$ cat src/rtl/vc_pipe_ctrl_chain_pkg.sv
// Shared types and constants for the pipeline valid/stall/squash controller.
// The perf counter width default lives here for the VC_PIPE_CTRL_PERF_EN build.
package vc_pipe_ctrl_chain_pkg;

  localparam int VC_PERF_CNT_W = 16;

  // Everything one slice reports back to the chain
  typedef struct packed {
    logic val;
    logic reg_en;
    logic go;
    logic prev_stall;
    logic prev_squash;
  } stage_ctl_t;

endpackage

$ cat src/rtl/vc_EnResetReg.sv
// Enable register with synchronous active-high reset.
module vc_EnResetReg #(
  parameter int           W           = 1,
  parameter logic [W-1:0] RESET_VALUE = '0
) (
  input  logic         clk,
  input  logic         reset,
  input  logic         en,
  input  logic [W-1:0] d,
  output logic [W-1:0] q
);

  always_ff @(posedge clk) begin
    if (reset)   q <= RESET_VALUE;
    else if (en) q <= d;
  end

endmodule

$ cat src/rtl/vc_pipe_ctrl_stage.sv
// One slice of the pipeline controller: valid bit plus local stall/squash
// aggregation toward the upstream stage.
module vc_pipe_ctrl_stage
  import vc_pipe_ctrl_chain_pkg::*;
(
  input  logic       clk,
  input  logic       reset,
  input  logic       prev_val,
  input  logic       next_stall,
  input  logic       next_squash,
  input  logic       curr_stall,
  input  logic       curr_squash,
  output stage_ctl_t ctl
);

  logic v;
  logic pstall;
  logic reg_en_v;

  // Bubbles never forward a stall; a downstream squash overrides it
  assign pstall   = (next_stall || curr_stall) && v && !next_squash;
  assign reg_en_v = !pstall || next_squash;

  vc_EnResetReg #(.W(1), .RESET_VALUE(1'b0)) u_val (
    .clk   (clk),
    .reset (reset),
    .en    (reg_en_v),
    .d     (prev_val),
    .q     (v)
  );

  always_comb begin
    ctl             = '0;
    ctl.val         = v;
    ctl.prev_stall  = pstall;
    ctl.reg_en      = (!pstall && prev_val) || next_squash;
    ctl.go          = v && !next_squash && !next_stall && !curr_stall;
    ctl.prev_squash = next_squash || (curr_squash && !next_stall && !curr_stall);
  end

endmodule

$ cat src/rtl/vc_pipe_ctrl_chain.sv
// N-stage in-order pipeline valid/stall/squash controller with flush and
// occupancy. Define VC_PIPE_CTRL_PERF_EN for saturating stall/squash counters.
module vc_pipe_ctrl_chain
  import vc_pipe_ctrl_chain_pkg::*;
#(
  parameter int NSTAGES = 5,
  parameter int OCC_W   = 3
`ifdef VC_PIPE_CTRL_PERF_EN
  ,
  parameter int CNT_W   = VC_PERF_CNT_W
`endif
) (
  input  logic               clk,
  input  logic               reset,
  input  logic               in_val,
  output logic               in_stall,
  output logic               in_squash,
  input  logic [NSTAGES-1:0] stage_stall,
  input  logic [NSTAGES-1:0] stage_squash,
  output logic [NSTAGES-1:0] stage_val,
  output logic [NSTAGES-1:0] stage_reg_en,
  output logic [NSTAGES-1:0] stage_go,
  output logic               out_val,
  input  logic               out_stall,
  input  logic               out_squash,
  input  logic               flush,
  output logic [OCC_W-1:0]   occupancy
`ifdef VC_PIPE_CTRL_PERF_EN
  ,
  output logic [CNT_W-1:0]   stall_cycles,
  output logic [CNT_W-1:0]   squash_cycles
`endif
);

  if ((2 ** OCC_W) <= NSTAGES) begin : g_bad_occ_w
    $error("OCC_W too narrow for NSTAGES");
  end

  // Index i is stage i's input side; index NSTAGES is the sink boundary
  logic [NSTAGES:0] chain_val;
  logic [NSTAGES:0] chain_stall;
  logic [NSTAGES:0] chain_squash;
  logic             clr;

  stage_ctl_t ctl [NSTAGES];

  assign clr                   = reset || flush;
  assign chain_val[0]          = in_val;
  assign chain_stall[NSTAGES]  = out_stall;
  assign chain_squash[NSTAGES] = out_squash;

  for (genvar i = 0; i < NSTAGES; i++) begin : g_stage
    vc_pipe_ctrl_stage u_stage (
      .clk         (clk),
      .reset       (clr),
      .prev_val    (chain_val[i]),
      .next_stall  (chain_stall[i+1]),
      .next_squash (chain_squash[i+1]),
      .curr_stall  (stage_stall[i]),
      .curr_squash (stage_squash[i]),
      .ctl         (ctl[i])
    );

    assign chain_val[i+1]  = ctl[i].go;
    assign chain_stall[i]  = ctl[i].prev_stall;
    assign chain_squash[i] = ctl[i].prev_squash;
    assign stage_val[i]    = ctl[i].val;
    assign stage_reg_en[i] = ctl[i].reg_en;
    assign stage_go[i]     = ctl[i].go;
  end

  assign in_stall  = chain_stall[0];
  assign in_squash = chain_squash[0];
  assign out_val   = chain_val[NSTAGES];

  always_comb begin
    occupancy = '0;
    for (int i = 0; i < NSTAGES; i++)
      occupancy = occupancy + OCC_W'(stage_val[i]);
  end

`ifdef VC_PIPE_CTRL_PERF_EN
  // Saturating counters; flush deliberately leaves them alone
  always_ff @(posedge clk) begin
    if (reset) begin
      stall_cycles  <= '0;
      squash_cycles <= '0;
    end else begin
      if (in_stall && (stall_cycles != '1))
        stall_cycles <= stall_cycles + 1'b1;
      if (in_squash && (squash_cycles != '1))
        squash_cycles <= squash_cycles + 1'b1;
    end
  end
`endif

endmodule

$ cat config.mk
export PLATFORM = sky130hd
export DESIGN_NAME = vc_pipe_ctrl_chain
export DESIGN_NICKNAME = d
export VERILOG_FILES = /design/src/rtl/vc_pipe_ctrl_chain_pkg.sv /design/src/rtl/vc_EnResetReg.sv /design/src/rtl/vc_pipe_ctrl_stage.sv /design/src/rtl/vc_pipe_ctrl_chain.sv
export SDC_FILE = /design/constraint.sdc
export NUM_CORES = 1
export LEC_CHECK = 0
export BUFFER_PORTS_ARGS = -buffer_cell sky130_fd_sc_hd__buf_4
export CAP_MARGIN = 15
export CORE_UTILIZATION = 44
export CTS_CLUSTER_DIAMETER = 80
export DETAILED_ROUTE_END_ITERATION = 7
export HOLD_SLACK_MARGIN = 0.15
export PLACE_DENSITY = 0.87
export SYNTH_ARGS = -nofsm -noshare
export SYNTH_HDL_FRONTEND = slang
export SYNTH_SLANG_ARGS = --single-unit
$ cat constraint.sdc
create_clock -name clk -period 4.9 [get_ports clk]
set_input_delay 0.49 -clock clk [delete_from_list [all_inputs] [get_ports clk]]
set_output_delay 0.49 -clock clk [all_outputs]
set_load 0.03 [all_outputs]
### Yosys cells after proc, flatten, opt, wreduce, memory -nomap -nowiden

Index checks and enable logic that the tools add are counted.

| storage, ports and cells | value |
|---|---|
| flip-flop bits (word level) | 5 |
| output and inout bits | 21 |
| input port bits | 16 |
| word-level logic and storage cells | 86 |

| operators by class | value |
|---|---|
| reduce and logical (&&, ||, !) cells | 77 |
| add/subtract/negate cells | 4 |

Operators with widths:

| kind | number |
|---|---|
| 1-bit logical AND | 40 |
| 1-bit logical OR | 21 |
| 1-bit zero test | 16 |
| 3-bit by 1-bit adder with 3-bit output | 2 |
| 2-bit by 1-bit adder with 3-bit output | 1 |
| 1-bit by 1-bit adder with 2-bit output | 1 |

### Depth between registers and ports, before layout

| depth | value |
|---|---|
| depth in word-level cells | 19 |
| depth in mapped cells | 6 |
| depth with buffers taken out | 5 |

### Cells and area by module

From an unflattened synthesis, not the netlist that was laid out.

| unflattened totals | value |
|---|---|
| cell total of the unflattened synthesis | 70 |
| area, all modules | 585.6 sq um |

Modules (own cells, without submodules):

| module | area each (sq um) | instances | cells each | sequential area each (sq um) |
|---|---|---|---|---|
| vc_pipe_ctrl_stage | 66.3 | 5 | 9 | 0.0 |
| vc_EnResetReg | 33.8 | 5 | 3 | 20.0 |
| vc_pipe_ctrl_chain | 85.1 | 1 | 10 | 0.0 |

### Least setup slack after synthesis

Ideal clock, no wire load.

| path | value |
|---|---|
| path type | in2out |
| start point | input port stage_stall[4] |
| end point | output port stage_reg_en[0] |
| slack | 2.262 ns |
| data required time | 4.410 ns |
| buffers on the path | 0 |
| cell stages on the path | 5 |
| data arrival time | 2.148 ns |
| path through | or2_4 -> a221o_1 -> a31oi_4 -> a22oi_1 -> o21ai_0 |

| between the ends | value |
|---|---|
| longest elaborated chain between the ends | 18 |
| elaborated cells on any way between the ends | 37 |
| those cells by class | reduce/logical (37) |

RTL lines:

| what | RTL line | RTL |
|---|---|---|
| start: declaration | vc_pipe_ctrl_chain.sv:18 | `input logic [NSTAGES-1:0] stage_stall,` |
| 1-bit logical OR | vc_pipe_ctrl_stage.sv:21 | `assign pstall = (next_stall \|\| curr_stall) && v && !next_squash;` |
| 1-bit logical AND (2 in a row) | vc_pipe_ctrl_stage.sv:21 |  |
| 1-bit logical OR / 1-bit zero test (equally long branches) | vc_pipe_ctrl_stage.sv:21, vc_pipe_ctrl_stage.sv:38 |  |
| 1-bit logical AND, on equally long branches (2 in a row) | vc_pipe_ctrl_stage.sv:21, vc_pipe_ctrl_stage.sv:38 |  |
| 1-bit logical OR (tied with other cells) | vc_pipe_ctrl_stage.sv:21 |  |
| 1-bit logical AND (tied with other cells) | vc_pipe_ctrl_stage.sv:21 |  |
| 1-bit logical AND, on equally long branches | vc_pipe_ctrl_stage.sv:21, vc_pipe_ctrl_stage.sv:38 |  |
| 1-bit logical OR (tied with other cells) | vc_pipe_ctrl_stage.sv:21 |  |
| 1-bit logical AND (tied with other cells) | vc_pipe_ctrl_stage.sv:21 |  |
| 1-bit logical AND, on equally long branches | vc_pipe_ctrl_stage.sv:21, vc_pipe_ctrl_stage.sv:38 |  |
| 1-bit logical OR, on equally long branches | vc_pipe_ctrl_stage.sv:21, vc_pipe_ctrl_stage.sv:38 |  |
| 1-bit logical AND / 1-bit zero test (equally long branches) | vc_pipe_ctrl_stage.sv:21 |  |
| 1-bit logical AND | vc_pipe_ctrl_stage.sv:21 |  |
| 1-bit zero test | vc_pipe_ctrl_stage.sv:36 | `ctl.reg_en = (!pstall && prev_val) \|\| next_squash;` |
| 1-bit logical AND | vc_pipe_ctrl_stage.sv:36 |  |
| 1-bit logical OR (*) | vc_pipe_ctrl_stage.sv:36 |  |
| end: declaration | vc_pipe_ctrl_chain.sv:21 | `output logic [NSTAGES-1:0] stage_reg_en,` |

Mark *: on every way between the ends. The rest lies on a longest branch, timed or not.

### Worst setup path in the final report

| path | value |
|---|---|
| start point | register g_stage[1].u_stage.u_val.q |
| end point | output port occupancy[1] |

| between the ends | value |
|---|---|
| longest elaborated chain between the ends | 4 |

RTL lines:

| what | RTL line | RTL |
|---|---|---|
| start: declaration | vc_EnResetReg.sv:10 | `output logic [W-1:0] q` |
| start signal: assignment | vc_EnResetReg.sv:14 | `if (reset) q <= RESET_VALUE;` |
| start signal: assignment | vc_EnResetReg.sv:15 | `else if (en) q <= d;` |
| 1-bit by 1-bit adder with 2-bit output | vc_pipe_ctrl_chain.sv:79 | `occupancy = occupancy + OCC_W'(stage_val[i]);` |
| 2-bit by 1-bit adder with 3-bit output | vc_pipe_ctrl_chain.sv:79 |  |
| 3-bit by 1-bit adder with 3-bit output (2 in a row) | vc_pipe_ctrl_chain.sv:79 |  |
| end: declaration | vc_pipe_ctrl_chain.sv:27 | `output logic [OCC_W-1:0] occupancy` |

Every way passes these cells.

==> results_dict.tcl <==
set metrics [dict create \
    cts.path.max_buffers 2 \
    vias 644 \
    crit_path_end_kind "output pin" \
    syn_nets 94 \
    dp_hpwl_um 1240 \
    grt_pass1_vias 560 \
    fp.dieW_um 38.6 \
    r2r-start "g_stage[4].u_stage.u_val.q$_SDFFE_PP0P_" \
    startpoint_type "flop" \
    synth_largest_area_cell "dfxtp_1" \
    cts_resized 0 \
    syn_inst 75 \
    gp_congestion 0.895 \
    status "finished clean" \
    die_area_um2 1490 \
    grtUsageTotal_pct 22.4 \
    nets 125 \
    reg.largest.list "g_stage.u_stage.u_val.q (5)" \
    synthTopCellsByArea "dfxtp_1 (17%), buf_4 (13%), fa_1 (6.8%)" \
    skew_ps 3.27 \
    drt_first_pass_iters 2 \
    clk_latency_ps 230 \
    rsz0062_at_grt "no" \
    finalSetupTns_ps 0 \
    n_fill_cell 102 \
    crit_cells 4 \
    fin_cells 119 \
    cp_max_fo 9 \
    hold_path.startpoint "in_val" \
    drtAntennaViolNets 0 \
    synth_top_area_share_pct 17.0 \
    leakage_uw 0.000412 \
    slew_violations 0 \
    cts_setup_buffers 0 \
    cts-root-buf "clkbuf_4" \
    yosys.cell_types.count 33 \
    met3WireLength_um 53 \
    holdWs_ps 483 \
    critPathBufInv 1 \
    overflow 0 \
    area_growth_pct 40.6 \
    max_freq_mhz 391 \
    synth_warnings 0 \
    core_area_um2 1170 \
    io_pins 37 \
    drive_gt1_share_pct 41.9 \
    slowest_stage "dfxtp_1" \
    htree_levels 1 \
    synth.ff_latch_count 5 \
    grt_antenna_before_repair 0 \
    grt_max_degree 10 \
    core.rowCount 12 \
    route.met2.wl_um 779 \
    timing.final.crit_share_pct 52.2 \
    seq_area_frac_synth_pct 17.0 \
    max_stage_delay_ps 500 \
    critPathLaunch "g_stage[1].u_stage.u_val.q$_SDFFE_PP0P_" \
    fin_crit_ps 2560 \
    maxSlewHeadroom_pct 50.8 \
    cts_hold_buf 0 \
    power.density_nw_per_um2 158 \
    path_common_cell "fa_1" \
    regMostFlops "g_stage.u_stage.u_val.q" \
    path_clk_slew_ps 40 \
    worstPathCellList "fa_1 -> fa_1 -> ha_1 -> buf_4" \
    ff2ff_path_depth 5 \
    grt_pass1_wl_um 2370 \
    cts_tree "yes" \
    initial_utilization_pct 50.3 \
    wl_met1_um 683 \
    setup-violations-final 0 \
    topRoutingLayerUsed "met3" \
    worstMarginPinSlew_ps 720 \
    dp_cells 115 \
    wire_per_inst_um 12.7 \
    cts_inserted_buffers 3 \
    viasPerCell 5.41 \
    antenna_cells 0 \
    maxCapViolations 0 \
    drc_errors 0 \
    hp-class "input pin to flop" \
    path_delay_family "adder cells" \
    clkSinkCount 5 \
    die_h_um 38.6 \
    ir_drop_uv 174 \
    multiInputGateArea_um2 395 \
    avgSynthCellArea_um2 7.86 \
    cp.required_ps 4410 \
    drt_iter0_markers 9 \
    routed_wl_um 1520 \
    path_class "flop to output pin" \
    largest_reg_flops 5 \
    hold_violations 0 \
    critPathArrivalTime_ps 2070 \
    seqCellArea_um2 100 \
    io_buffers 36 \
    syn-cell-area_um2 589 \
    hold_depth 2 \
]
[synthesized netlist by cell type]
cell type / count
a21oi_1: 3
a31oi_4: 1
nor3b_1: 1
fa_1: 2
a2111oi_0: 1
or2_2: 1
nor2_1: 6
nand2_1: 3
a211o_2: 1
nand3_1: 2
a221o_1: 1
a22oi_1: 1
and4_1: 1
o2bb2ai_1: 1
or2_1: 1
a21boi_0: 2
or2_4: 1
dfxtp_1: 5
nor2b_1: 3
mux2i_1: 1
buf_4: 10
o21a_1: 3
and2_1: 1
and3_1: 3
a21o_1: 2
nor2b_2: 1
o21ai_0: 5
nand2b_1: 2
ha_1: 1
inv_1: 5
nand4_1: 2
nand3b_1: 1
a211oi_1: 1
[cells by family after synthesis]
kind of cell	Yosys count	synth area share (%)
simple gates	29	28.2
compound gates	22	28.2
buf+inv	15	15.9
flops	5	17.0
fa+ha+maj	3	8.92
mux	1	1.70
[area by class of cell]
type / count / share of cell area (%)
timing repair buffer: 36 / 32.6
clock buffer: 4 / 3.17
inverter: 5 / 2.27
multi-input combinational: 55 / 47.7
tap: 14 / 2.11
sequential: 5 / 12.1
[per-stage QoR]
stage | setup slack, ps | area, µm² | util, % | power, µW
global placement | 2380 | 802 | 68.5 | 84.5
floorplan | 2260 | 589 | - | 65.6
global route | 2240 | 828 | 70.7 | 141
finish | 2340 | 828 | 70.7 | 131
detailed placement | 2350 | 802 | 68.5 | 85.4
CTS | 2350 | 828 | 70.7 | 132
[cell usage in the layout, fill, tap and decap left out, drive strengths merged, types with 2 or more instances in the layout]
cell | Yosys | layout
o21a | 3 | 3
and3 | 3 | 3
inv | 5 | 5
clkbuf | 0 | 4
nand2b | 2 | 2
o21ai | 5 | 5
a21o | 2 | 2
dfxtp | 5 | 5
nand2 | 3 | 3
or2 | 3 | 3
nand3 | 2 | 2
fa | 2 | 2
nor2 | 6 | 6
a21boi | 2 | 2
nand4 | 2 | 2
buf | 10 | 36
a21oi | 3 | 3
nor2b | 4 | 4
[path summary, 6_finish.rpt]
check,slack (ps),end
worst max-delay path,2340,occupancy[1]
worst min-delay path,480,g_stage[0].u_stage.u_val.q$_SDFFE_PP0P_
worst max register to register,3320,g_stage[1].u_stage.u_val.q$_SDFFE_PP0P_
worst min register to register,640,g_stage[2].u_stage.u_val.q$_SDFFE_PP0P_
[where the power goes]
group          leakage, µW  internal [µW]  switching (µW)
registers        0.0000404           41.2           0.685
clock network    0.0000150           30.7            15.3
logic             0.000356           19.8            23.1
[routing by layer]
metal | track usage (%) | vias up
met5 | 0 | -
met4 | 2.59 | 0
met3 | 3.47 | 0
met2 | 38.3 | 19
met1 | 30.3 | 303
li1 | - | 322
(Power assumes the default switching activity.)
